$ cat src/rtl/gated_edge_counter.sv
// Gated rising-edge counter feeding the 40-bit normalising shifter.
// Counts sig_in rising edges over a window of max(gate_len,1) clk cycles and latches
// the saturating count onto count_out at the end of each window. It runs single-shot on start,
// or back-to-back while continuous is held.
// Optional macro GEC_INPUT_SYNC_EN inserts a 2-flop synchroniser on sig_in.
module gated_edge_counter #(
  parameter int unsigned CNT_W  = 40,
  parameter int unsigned GATE_W = 32
) (
  input  logic              clk,
  input  logic              rst,
  input  logic              sig_in,
  input  logic              start,
  input  logic              continuous,
  input  logic [GATE_W-1:0] gate_len,
  output logic [CNT_W-1:0]  count_out,
  output logic              count_valid,
  output logic              overflow,
  output logic              busy
);

  typedef enum logic [1:0] {StIdle, StArm, StGate} state_e;

  state_e            state_q, state_d;
  logic [GATE_W-1:0] gate_cnt_q, gate_cnt_d;
  logic [CNT_W-1:0]  acc_q, acc_d;
  logic              ovf_acc_q, ovf_acc_d;
  logic [CNT_W-1:0]  count_out_q, count_out_d;
  logic              overflow_q, overflow_d;
  logic              count_valid_q, count_valid_d;
  logic              sig_s;
  logic              sig_d_q;
  logic              edge_det;
  logic [CNT_W-1:0]  acc_inc;
  logic              ovf_inc;

`ifdef GEC_INPUT_SYNC_EN
  logic sync1_q, sync2_q;

  // Two-flop synchroniser for an asynchronous sig_in.
  always_ff @(posedge clk) begin
    if (rst) begin
      sync1_q <= 1'b0;
      sync2_q <= 1'b0;
    end else begin
      sync1_q <= sig_in;
      sync2_q <= sync1_q;
    end
  end

  assign sig_s = sync2_q;
`else
  assign sig_s = sig_in;
`endif

  // Delayed copy of the (synchronised) signal for rising-edge detection.
  always_ff @(posedge clk) begin
    if (rst) begin
      sig_d_q <= 1'b0;
    end else begin
      sig_d_q <= sig_s;
    end
  end

  assign edge_det = sig_s & ~sig_d_q;

  // Saturating increment; hitting all-ones marks the window as overflowed.
  always_comb begin
    acc_inc = acc_q;
    if (edge_det && !(&acc_q)) begin
      acc_inc = acc_q + 1'b1;
    end
    ovf_inc = ovf_acc_q | (edge_det & (&acc_inc));
  end

  // Window sequencing and result capture.
  always_comb begin
    state_d       = state_q;
    gate_cnt_d    = gate_cnt_q;
    acc_d         = acc_q;
    ovf_acc_d     = ovf_acc_q;
    count_out_d   = count_out_q;
    overflow_d    = overflow_q;
    count_valid_d = 1'b0;
    unique case (state_q)
      StIdle: begin
        if (start || continuous) begin
          state_d = StArm;
        end
      end
      StArm: begin
        // A zero length still gives a one-cycle window.
        gate_cnt_d = (gate_len == '0) ? GATE_W'(1) : gate_len;
        acc_d      = '0;
        ovf_acc_d  = 1'b0;
        state_d    = StGate;
      end
      StGate: begin
        acc_d      = acc_inc;
        ovf_acc_d  = ovf_inc;
        gate_cnt_d = gate_cnt_q - 1'b1;
        if (gate_cnt_q == GATE_W'(1)) begin
          count_out_d   = acc_inc;
          overflow_d    = ovf_inc;
          count_valid_d = 1'b1;
          state_d       = continuous ? StArm : StIdle;
        end
      end
      default: state_d = StIdle;
    endcase
  end

  // State and output registers.
  always_ff @(posedge clk) begin
    if (rst) begin
      state_q       <= StIdle;
      gate_cnt_q    <= '0;
      acc_q         <= '0;
      ovf_acc_q     <= 1'b0;
      count_out_q   <= '0;
      overflow_q    <= 1'b0;
      count_valid_q <= 1'b0;
    end else begin
      state_q       <= state_d;
      gate_cnt_q    <= gate_cnt_d;
      acc_q         <= acc_d;
      ovf_acc_q     <= ovf_acc_d;
      count_out_q   <= count_out_d;
      overflow_q    <= overflow_d;
      count_valid_q <= count_valid_d;
    end
  end

  assign count_out   = count_out_q;
  assign count_valid = count_valid_q;
  assign overflow    = overflow_q;
  assign busy        = (state_q != StIdle);

endmodule

$ cat config.mk
export PLATFORM = sky130hd
export DESIGN_NAME = gated_edge_counter
export DESIGN_NICKNAME = d
export VERILOG_FILES = /design/src/rtl/gated_edge_counter.sv
export SDC_FILE = /design/constraint.sdc
export NUM_CORES = 1
export LEC_CHECK = 0
export CORE_MARGIN = 1
export CORE_UTILIZATION = 56
export CTS_CLUSTER_SIZE = 25
export DETAILED_ROUTE_END_ITERATION = 8
export PLACE_DENSITY_LB_ADDON = 0.1
export SETUP_SLACK_MARGIN = 0.5
export SYNTH_ARGS = -nofsm -noshare
export SYNTH_HDL_FRONTEND = slang
export SYNTH_SLANG_ARGS = --single-unit
export TNS_END_PERCENT = 1
$ cat constraint.sdc
create_clock -name clk -period 3.25 [get_ports clk]
set_input_delay 0.325 -clock clk [delete_from_list [all_inputs] [get_ports clk]]
set_output_delay 0.325 -clock clk [all_outputs]
set_load 0.005 [all_outputs]
### After elaboration in Yosys (flattened, before gate mapping)

Cells that the tools add are included.

* bits of input ports: 37
* register bits after elaboration: 118
* logic and storage cells: 42

* add/subtract/negate cells: 2
* reductions and logical operators: 12
* bitwise logic cells: 5
* muxes and demuxes: 10
* equality and inequality tests: 5

Operators by type and width (count)
* one-hot mux 40 bit (2 select lines): 1
* AND reduction 40 bit: 2
* one-hot mux 32 bit (2 select lines): 1
* adder 40 x 1 -> 40 bit, second input constant: 1
* 2-to-1 mux 40 bit: 1
* == test 32 x 1 -> 1 bit, second input constant: 1
* logical NOT 32 bit: 1
* 2-to-1 mux 32 bit: 1
* subtractor 32 x 1 -> 32 bit, second input constant: 1
* one-hot mux 2 bit (3 select lines): 1
* 2-to-1 mux 2 bit: 2
* != test 2 bit, second input constant: 2
* AND reduction 2 bit: 2
* nonzero test 2 bit: 2
* bitwise AND 1 bit: 2
* == test 2 x 1 -> 1 bit, second input constant: 1
* == test 2 bit, second input constant: 1
* logical NOT 2 bit: 1
* 2-to-1 mux 1 bit: 2
* inverter 1 bit: 2
* one-hot mux 1 bit (2 select lines): 1
* OR reduction 2 bit: 1
* logical AND 1 bit: 1
* logical NOT 1 bit: 1
* 2 further kinds: 2

### Depth between registers and ports, before layout

Gate-level depths: netlist of run 1.

* depth in word-level cells: 8
* gate-level depth with buffers: 13
* mapped depth without buffers: 10

### Least setup slack after synthesis of run 1

No wires, ideal clock.

* kind: register to register
* start: register acc_q[0]
* end: register overflow_q, in the netlist overflow
* stages on the path, launching flop included: 12
* data arrival time: 2.885 ns
* buffers on the path: 1
* setup slack: 0.306 ns
* cells stage by stage: dfxtp_1 > ha_1 > buf_2 > nand4_1 > nor4_1 > a31oi_2 > and3_1 > xnor2_1 > nor4_1 > nand4_1 > nor4_2 > o31a_1

* longest elaborated chain between the ends: 7

Ends and longest elaborated chain
* start: declaration: RTL line 26 `logic [CNT_W-1:0] acc_q, acc_d;`
* start signal: assignment: RTL line 118 `acc_q <= '0;`
* start signal: assignment: RTL line 126 `acc_q <= acc_d;`
* branches (longest 3 deep; another with adder 40 x 1 -> 40 bit)
* 2-to-1 mux 40 bit (*): RTL line 70 `if (edge_det && !(&acc_q)) begin`
* AND reduction 40 bit (*): RTL line 73 `ovf_inc = ovf_acc_q | (edge_det & (&acc_inc));`
* bitwise AND 1 bit (*): RTL line 73
* bitwise OR 1 bit (*): RTL line 73
* end signal: assignment: RTL line 129 `overflow_q <= overflow_d;`
* end: declaration: RTL line 29 `logic overflow_q, overflow_d;`

Every way passes the cells marked *.
A chain may end at the register's enable or synchronous reset.

### Worst setup path after layout of run 1

* start: register gate_cnt_q[20]
* end: register count_out_q[1], in the netlist count_out[1]

* longest elaborated chain between the ends: 2

Ends and longest elaborated chain
* start: declaration: RTL line 25 `logic [GATE_W-1:0] gate_cnt_q, gate_cnt_d;`
* start signal: assignment: RTL line 125 `gate_cnt_q <= gate_cnt_d;`
* == test 32 x 1 -> 1 bit: RTL line 102 `if (gate_cnt_q == GATE_W'(1)) begin`
* AND reduction 2 bit (no line)
* end signal: assignment: RTL line 128 `count_out_q <= count_out_d;`
* end: declaration: RTL line 28 `logic [CNT_W-1:0] count_out_q, count_out_d;`

Every way passes these cells.

==> results of run 1 <==
-- path summary, 6_finish.rpt --
check / start / end / slack, ns
setup / recovery: gate_cnt_q[20]$_SDFFE_PP0P_ / count_out[1]$_SDFFE_PP0P_ / 0.48
hold / removal: rst / acc_q[1]$_SDFFE_PP0P_ / 0.33
setup reg to reg: gate_cnt_q[20]$_SDFFE_PP0P_ / count_out[1]$_SDFFE_PP0P_ / 0.48
hold reg to reg: count_out[20]$_SDFFE_PP0P_ / count_out[20]$_SDFFE_PP0P_ / 0.45
-- power by group through the flow --
stage	Clock [mW]	Combinational [mW]	Sequential, mW
after CTS	1.82	1.88	1.79
after floorplan	0	1.29	1.77
after detailed placement	0	1.79	1.81
after global routing	1.90	2.10	1.81
after global placement	0	1.73	1.80
final	1.81	1.93	1.79
-- placed cells by master, fill, tap and decap left out, types with 5 or more instances in the layout --
| cell type | count |
|---|---|
| inv_1 | 10 |
| xnor2_1 | 17 |
| a22oi_1 | 21 |
| nor4_1 | 16 |
| nand4_1 | 20 |
| a222oi_1 | 6 |
| or3_1 | 8 |
| dfxtp_2 | 16 |
| nand2b_1 | 6 |
| nor3_1 | 31 |
| nand2_1 | 130 |
| xor2_1 | 14 |
| clkbuf_8 | 7 |
| and3_1 | 10 |
| nand3_1 | 25 |
| and2_1 | 5 |
| a211oi_1 | 12 |
| o21ai_0 | 36 |
| nor2_1 | 121 |
| dfxtp_1 | 100 |
| nor4_4 | 5 |
| clkdlybuf4s50_1 | 78 |
| clkbuf_16 | 17 |
| buf_4 | 56 |
| o22ai_1 | 5 |
| a221oi_1 | 5 |
| a211oi_2 | 19 |
| a21oi_1 | 63 |
-- metal layers --
layer / share of wire [%] / vias up / track usage (%) / wire [um]
met5: 0 / - / 0 / 0
met4: 4.5 / 0 / 20.0 / 922
met3: 6.7 / 76 / 7.35 / 1380
met2: 49 / 314 / 57.3 / 10100
met1: 39 / 3302 / 39.3 / 8100
li1: - / 3281 / - / -
-- cell usage after synthesis (all sizes together), types with 2 or more instances --
library cell	instances	area [um2]
nand2	133	499
nor2	121	454
dfxtp	118	2360
a21oi	63	315
clkbuf	40	151
o21ai	36	180
nor3	33	175
a211oi	31	328
nand3	26	130
nor4	25	205
buf	22	131
a22oi	21	158
nand4	21	146
xnor2	20	190
xor2	15	131
or3	12	85.1
and3	10	62.6
inv	10	37.5
ha	7	87.6
a222oi	6	60.1
and2	6	37.5
nand2b	6	37.5
or4	6	48.8
a221oi	5	43.8
o22ai	5	31.3
o32ai	5	43.8
and4	4	35.0
nor2b	4	25.0
o2bb2ai	4	35.0
a2111oi	3	32.5
o31a	3	26.3
or2	3	18.8
a311oi	2	23.8
a31oi	2	18.8
mux2i	2	20.0
nand3b	2	15.0
nand4b	2	17.5
nand4bb	2	22.5
o211ai	2	15.0
o41ai	2	17.5
-- per-stage QoR --
| stage | TNS (ns) | cell area (um2) |
|---|---|---|
| final | 0 | 8570 |
| after floorplan | 0 | 6620 |
| after global routing | 0 | 8570 |
| after detailed placement | -0.0000822 | 7640 |
| after global placement | 0 | 7640 |
| after CTS | 0 | 8400 |
-- repair_timing --
| item | CTS | global route |
|---|---|---|
| gates resized for setup | 23 | 27 |
| pin swaps | 11 | 13 |
| hold buffers | 0 | 0 |
| endpoints found under the setup margin | 44 | 43 |
| cloned | 2 | 0 |
| buffers inserted | 10 | 10 |
-- critical path, cell delays in order, from the launching register on --
cell      delay (ns)
dfxtp_1         0.31
or3_4           0.39
or4_4           0.51
or3_4           0.42
nor4_4          0.27
and2_4          0.31
buf_12          0.18
nor2_1          0.06
a311oi_2        0.21
-- final cells by class --
cell class | instances | area share (%)
Timing Repair Buffer | 140 | 15.5
Sequential cell | 118 | 27.9
Multi-Input combinational cell | 664 | 47.4
Clock inverter | 3 | 0.467
Tap cell | 143 | 2.09
Inverter | 11 | 0.482
Clock buffer | 26 | 6.17
-- registers in the layout (all words and copies together), names as in the netlist --
name         cells
state_q          2
ovf_acc_q        1
acc_q           40
count_out       40
overflow         1
gate_cnt_q      32
sig_d_q          1
count_valid      1
-- cells by family after synthesis --
group / synth area share (%)
AND/OR/NAND/NOR: 31.5
flip-flops: 35.8
AO/OA/AOI/OAI: 21.3
adder cells (fa/ha/maj): 1.33
buffers and inverters: 4.91
XOR/XNOR: 4.87
multiplexers: 0.303
==> results.sh, run 1 <==
export IMPL_coreArea_um2=11500
export IMPL_fin_util_pct=74.8
export IMPL_cp_end_kind="flop"
export IMPL_intPower_mw=3.52
export IMPL_layout_setup_ws_ns=0.483
export IMPL_final_antenna_net_count=0
export IMPL_cts_buffers=17
export IMPL_cap_violations=0
export IMPL_cts_sinks=118
export IMPL_wl_per_cell_um=18.6
export IMPL_multiInputGateArea_um2=4070
export IMPL_areaGrowthSynthToFinish_pct=29.9
export IMPL_rsz0062_at_grt="yes"
export IMPL_syn_inst=855
export IMPL_tightest_slew_ns=0.738
export IMPL_async_flop_share_pct=0
export IMPL_syn_nets=899
export IMPL_pre_cts_ws_ns=-0.0000822
export IMPL_hp_class="in2reg"
export IMPL_drt_iter0_drc=648
export IMPL_slew_viol_final=0
export IMPL_finalSetupViolCount=0
export IMPL_post_drt_via_cell_ratio=6.31
export IMPL_io_pins=80
export IMPL_synth_cell_type_count=70
export IMPL_port_buffers=79
export IMPL_final_cell_count_no_fill=1105
export IMPL_vias=6973
export IMPL_dp_hpwl_um=13500
export IMPL_clock_skew_final_ns=0.00620
export IMPL_leakage_nw=2.96
export IMPL_power_density_nw_per_um2=645
export IMPL_path_clk_slew_ns=0.05
export IMPL_worstHoldPathCells=2
export IMPL_finalNetCount=996
export IMPL_cp_start_kind="flop"
export IMPL_routed_wl_um=20500
export IMPL_grt_start_max_net_pins=70
export IMPL_ys_seq_area_share_pct=35.8
export IMPL_antenna_found_initial=0
export IMPL_switching_share_pct=36.3
export IMPL_critical_path_class="reg2reg"
export IMPL_grt_total_usage_pct=33.9
export IMPL_switching_power_mw=2.01
export IMPL_avgSynthCellArea_um2=7.72
export IMPL_ys_warn_count=0
export IMPL_h_tree_depth=4
export IMPL_fin_crit_sh_pct=85.1
export IMPL_ir_worst_vdd_mv=0.618
export IMPL_power_total_mw=5.53
export IMPL_critical_path_max_fanout=16
export IMPL_drc=0
export IMPL_cts_buffer_depth=2
export IMPL_cts_tree="built"
export IMPL_dpl_cell_count=1054
export IMPL_syn_area_um2=6600
export IMPL_worstSkewPairLatency_ns=0.43
export IMPL_fin_hold_ws_ns=0.327
export IMPL_synth_edf_count=0
export IMPL_grt_overflow_total=0
export IMPL_cp_required_ns=3.59
export IMPL_ys_flop_type="dfxtp_1"
export IMPL_regArea_um2=2390
export IMPL_status="finished, final reports clean"
export IMPL_root_buffer="clkbuf_16"
export IMPL_max_freq_mhz=361
export IMPL_grt_pass1_wl_um=33000
export IMPL_clkPwrFrac_pct=32.7
export IMPL_grt_pass1_vias=6729
export IMPL_r2r_cells=8
export IMPL_die_x_um=111
export IMPL_place_gp_congestion=0.903
export IMPL_cp_arrival_ns=3.11
export IMPL_ys_seq_elements=118
export IMPL_drive_above_1_share_pct=17.7
export IMPL_finalHoldViolCount=0
export IMPL_initial_core_util_pct=57.5
export IMPL_fp_dieH_um=111
export IMPL_first_pass_iters=5
export IMPL_max_slew_margin_pct=50.8
export IMPL_fin_crit_ns=2.77
export IMPL_std_cell_rows=39
export IMPL_pwr_share_seq_pct=32.4
export IMPL_fillerInstances=891
export IMPL_antennaDiodeCount=0
export IMPL_combPwrFrac_pct=34.9
export IMPL_die_area_um2=12200
(Power assumes the default switching activity.)
==> inputs of run 2 (changes only) <==
--- a/config.mk
+++ b/config.mk
@@ -6,7 +6,8 @@
 export NUM_CORES = 1
 export LEC_CHECK = 0
 export CORE_MARGIN = 1
-export CORE_UTILIZATION = 56
+export CORE_UTILIZATION = 58
+export CTS_BUF_LIST = sky130_fd_sc_hd__clkbuf_2 sky130_fd_sc_hd__clkbuf_4 sky130_fd_sc_hd__clkbuf_8
 export CTS_CLUSTER_SIZE = 25
 export DETAILED_ROUTE_END_ITERATION = 8
 export PLACE_DENSITY_LB_ADDON = 0.1
==> run 2 against run 1 <==
Against the previous run:
- cell area hardly changed
- maximum frequency decreased by 5.3%
- critical path type unchanged
- total power decreased by 4.1%
- combinational power about the same
- sequential power about the same
- largest cell class unchanged
- sequential cell count is the same
- die area is 3.4% lower
- highest routed layer unchanged
==> results.sh, run 2 (synthesis results as in run 1) <==
export IMPL_crit_path_top_delay_cell="or4_4"
export IMPL_status="finished, final reports clean"
export IMPL_cp_num_buf_inv=1
export IMPL_worstHoldPathCells=2
export IMPL_r2r_start="gate_cnt_q[20]$_SDFFE_PP0P_"
export IMPL_regArea_um2=2390
export IMPL_grt_start_max_net_pins=61
export IMPL_layout_setup_ws_ns=0.327
export IMPL_dp_hpwl_um=13800
export IMPL_cts_sinks=118
export IMPL_pre_cts_ws_ns=0.162
export IMPL_final_common_cell="nand2_1"
export IMPL_fp_dieH_um=109
export IMPL_finalHoldViolCount=0
export IMPL_rsz0062_at_grt="yes"
export IMPL_path_clk_slew_ns=0.07
export IMPL_coreArea_um2=11000
export IMPL_critical_path_top_delay_family="simple AND/OR/NAND/NOR gates"
export IMPL_cp_arrival_ns=3.29
export IMPL_ir_worst_vdd_mv=0.661
export IMPL_cts_tree="built"
export IMPL_max_freq_mhz=342
export IMPL_finalSetupViolCount=0
export IMPL_h_tree_depth=4
export IMPL_hold_end="gate_cnt_q[20]$_SDFFE_PP0P_"
export IMPL_cp_required_ns=3.62
export IMPL_routed_wl_um=21200
export IMPL_multiInputGateArea_um2=4080
export IMPL_fin_crit_sh_pct=89.9
export IMPL_cts_buffers=17
export IMPL_wl_per_cell_um=19.0
export IMPL_clock_skew_final_ns=0.00559
export IMPL_drt_iter0_drc=793
export IMPL_io_pins=80
export IMPL_drive_above_1_share_pct=19.0
export IMPL_cp_common_cell="or3_4"
export IMPL_grt_overflow_total=0
export IMPL_max_stage_delay_ns=0.50
export IMPL_setup_tns_ns=0
export IMPL_post_drt_via_cell_ratio=6.38
export IMPL_cp_end_kind="flop"
export IMPL_hp_class="in2reg"
export IMPL_initial_core_util_pct=60.1
export IMPL_fillerInstances=788
export IMPL_final_cell_count_no_fill=1114
export IMPL_finalNetCount=1005
export IMPL_grt_total_usage_pct=34.8
export IMPL_power_density_nw_per_um2=618
export IMPL_std_cell_rows=38
export IMPL_vias=7111
export IMPL_placedInstanceArea_um2=7670
export IMPL_critical_path_class="reg2reg"
export IMPL_layout_common_cells="nand2_1, nor2_1, dfxtp_1"
export IMPL_port_buffers=79
export IMPL_die_x_um=109
export IMPL_cts_buffer_depth=2
export IMPL_critical_path_max_fanout=8
export IMPL_antennaDiodeCount=0
export IMPL_crit_path_start="gate_cnt_q[20]$_SDFFE_PP0P_"
export IMPL_worstSkewPairLatency_ns=0.46
export IMPL_slew_viol_final=0
export IMPL_drc=0
export IMPL_place_gp_congestion=0.952
export IMPL_die_area_um2=11800
export IMPL_cap_violations=0
export IMPL_dpl_cell_count=1056
export IMPL_first_pass_iters=7
export IMPL_final_antenna_net_count=0
export IMPL_tightest_slew_ns=0.771
export IMPL_cp_start_kind="flop"
export IMPL_r2r_cells=8
export IMPL_hold_path_startpoint="rst"
export IMPL_fin_crit_ns=2.92
export IMPL_reg2reg_slack_ns=0.33
export IMPL_r2r_end="count_out[33]$_SDFFE_PP0P_"
export IMPL_postLayoutCellArea_um2=8580
export IMPL_antenna_found_initial=0
export IMPL_areaGrowthSynthToFinish_pct=30.1
export IMPL_grt_pass1_wl_um=31700
export IMPL_leakage_nw=2.95
export IMPL_grt_pass1_vias=6652
export IMPL_root_buffer="clkbuf_8"
export IMPL_crit_chain="or3_4 > or4_4 > or3_4 > nor4_4 > and2_4 > buf_12 > nor2_1 > a211oi_2"
export IMPL_fin_hold_ws_ns=0.411
export IMPL_max_slew_margin_pct=48.6
==> run 2: timing repair <==
action | CTS | global route
resized for setup | 14 | 39
hold buffers | 0 | 0
gates cloned | 1 | 5
buffers inserted | 4 | 16
pin swaps | 5 | 25
endpoints found under the setup margin | 44 | 44
==> run 2: worst register-to-register path, stage by stage, from the launching register on <==
cell and delay [ns]:
dfxtp_2 0.33, or3_4 0.39, or4_4 0.50, or3_4 0.42, nor4_4 0.40, and2_4 0.35, buf_12 0.17, nor2_1 0.06
a211oi_2 0.22
==> run 2: metrics by stage <==
step	total power [mW]	utilization, %
after floorplan	3.06	-
after global placement	3.53	69.9
after global routing	5.57	78.1
after CTS	5.18	75.0
after detailed placement	3.62	69.9
final	5.30	78.1
==> run 2: routing by layer <==
| metal | vias to the layer above | GRT usage (%) | wire length (um) |
|---|---|---|---|
| met3 | 85 | 8.37 | 1690 |
| met1 | 3353 | 39.2 | 8070 |
| met4 | 0 | 22.4 | 1060 |
| met2 | 387 | 58.7 | 10400 |
| met5 | - | 0 | 0 |
| li1 | 3286 | - | - |
==> run 2: area by class of cell <==
cell class              instances  share of cell area, %
clock buffers                  19                   2.97
clock inverters                13                   2.36
inverters                      11                  0.481
multi-input cells             664                   47.5
flip-flops and latches        118                   27.8
well taps                     140                   2.04
repair buffers                149                   16.8
==> run 2: power by group <==
| group | switching, mW | total, mW | leakage (nW) | internal [mW] |
|---|---|---|---|---|
| sequential | 0.176 | 1.79 | 0.965 | 1.62 |
| combinational | 1.20 | 1.95 | 1.76 | 0.751 |
| clock | 0.624 | 1.56 | 0.229 | 0.938 |
==> run 2: worst max-delay path by stage <==
stage                     cells after the start                    endpoint  slack (ns)
after global routing                         10       overflow$_SDFFE_PP0P_        0.22
after global placement                       10       overflow$_SDFFE_PP0P_        0.22
after CTS                                     7  count_out[16]$_SDFFE_PP0P_        0.42
after floorplan                              11       overflow$_SDFFE_PP0P_        0.51
after detailed placement                     10       overflow$_SDFFE_PP0P_        0.16
final                                         8  count_out[33]$_SDFFE_PP0P_        0.33
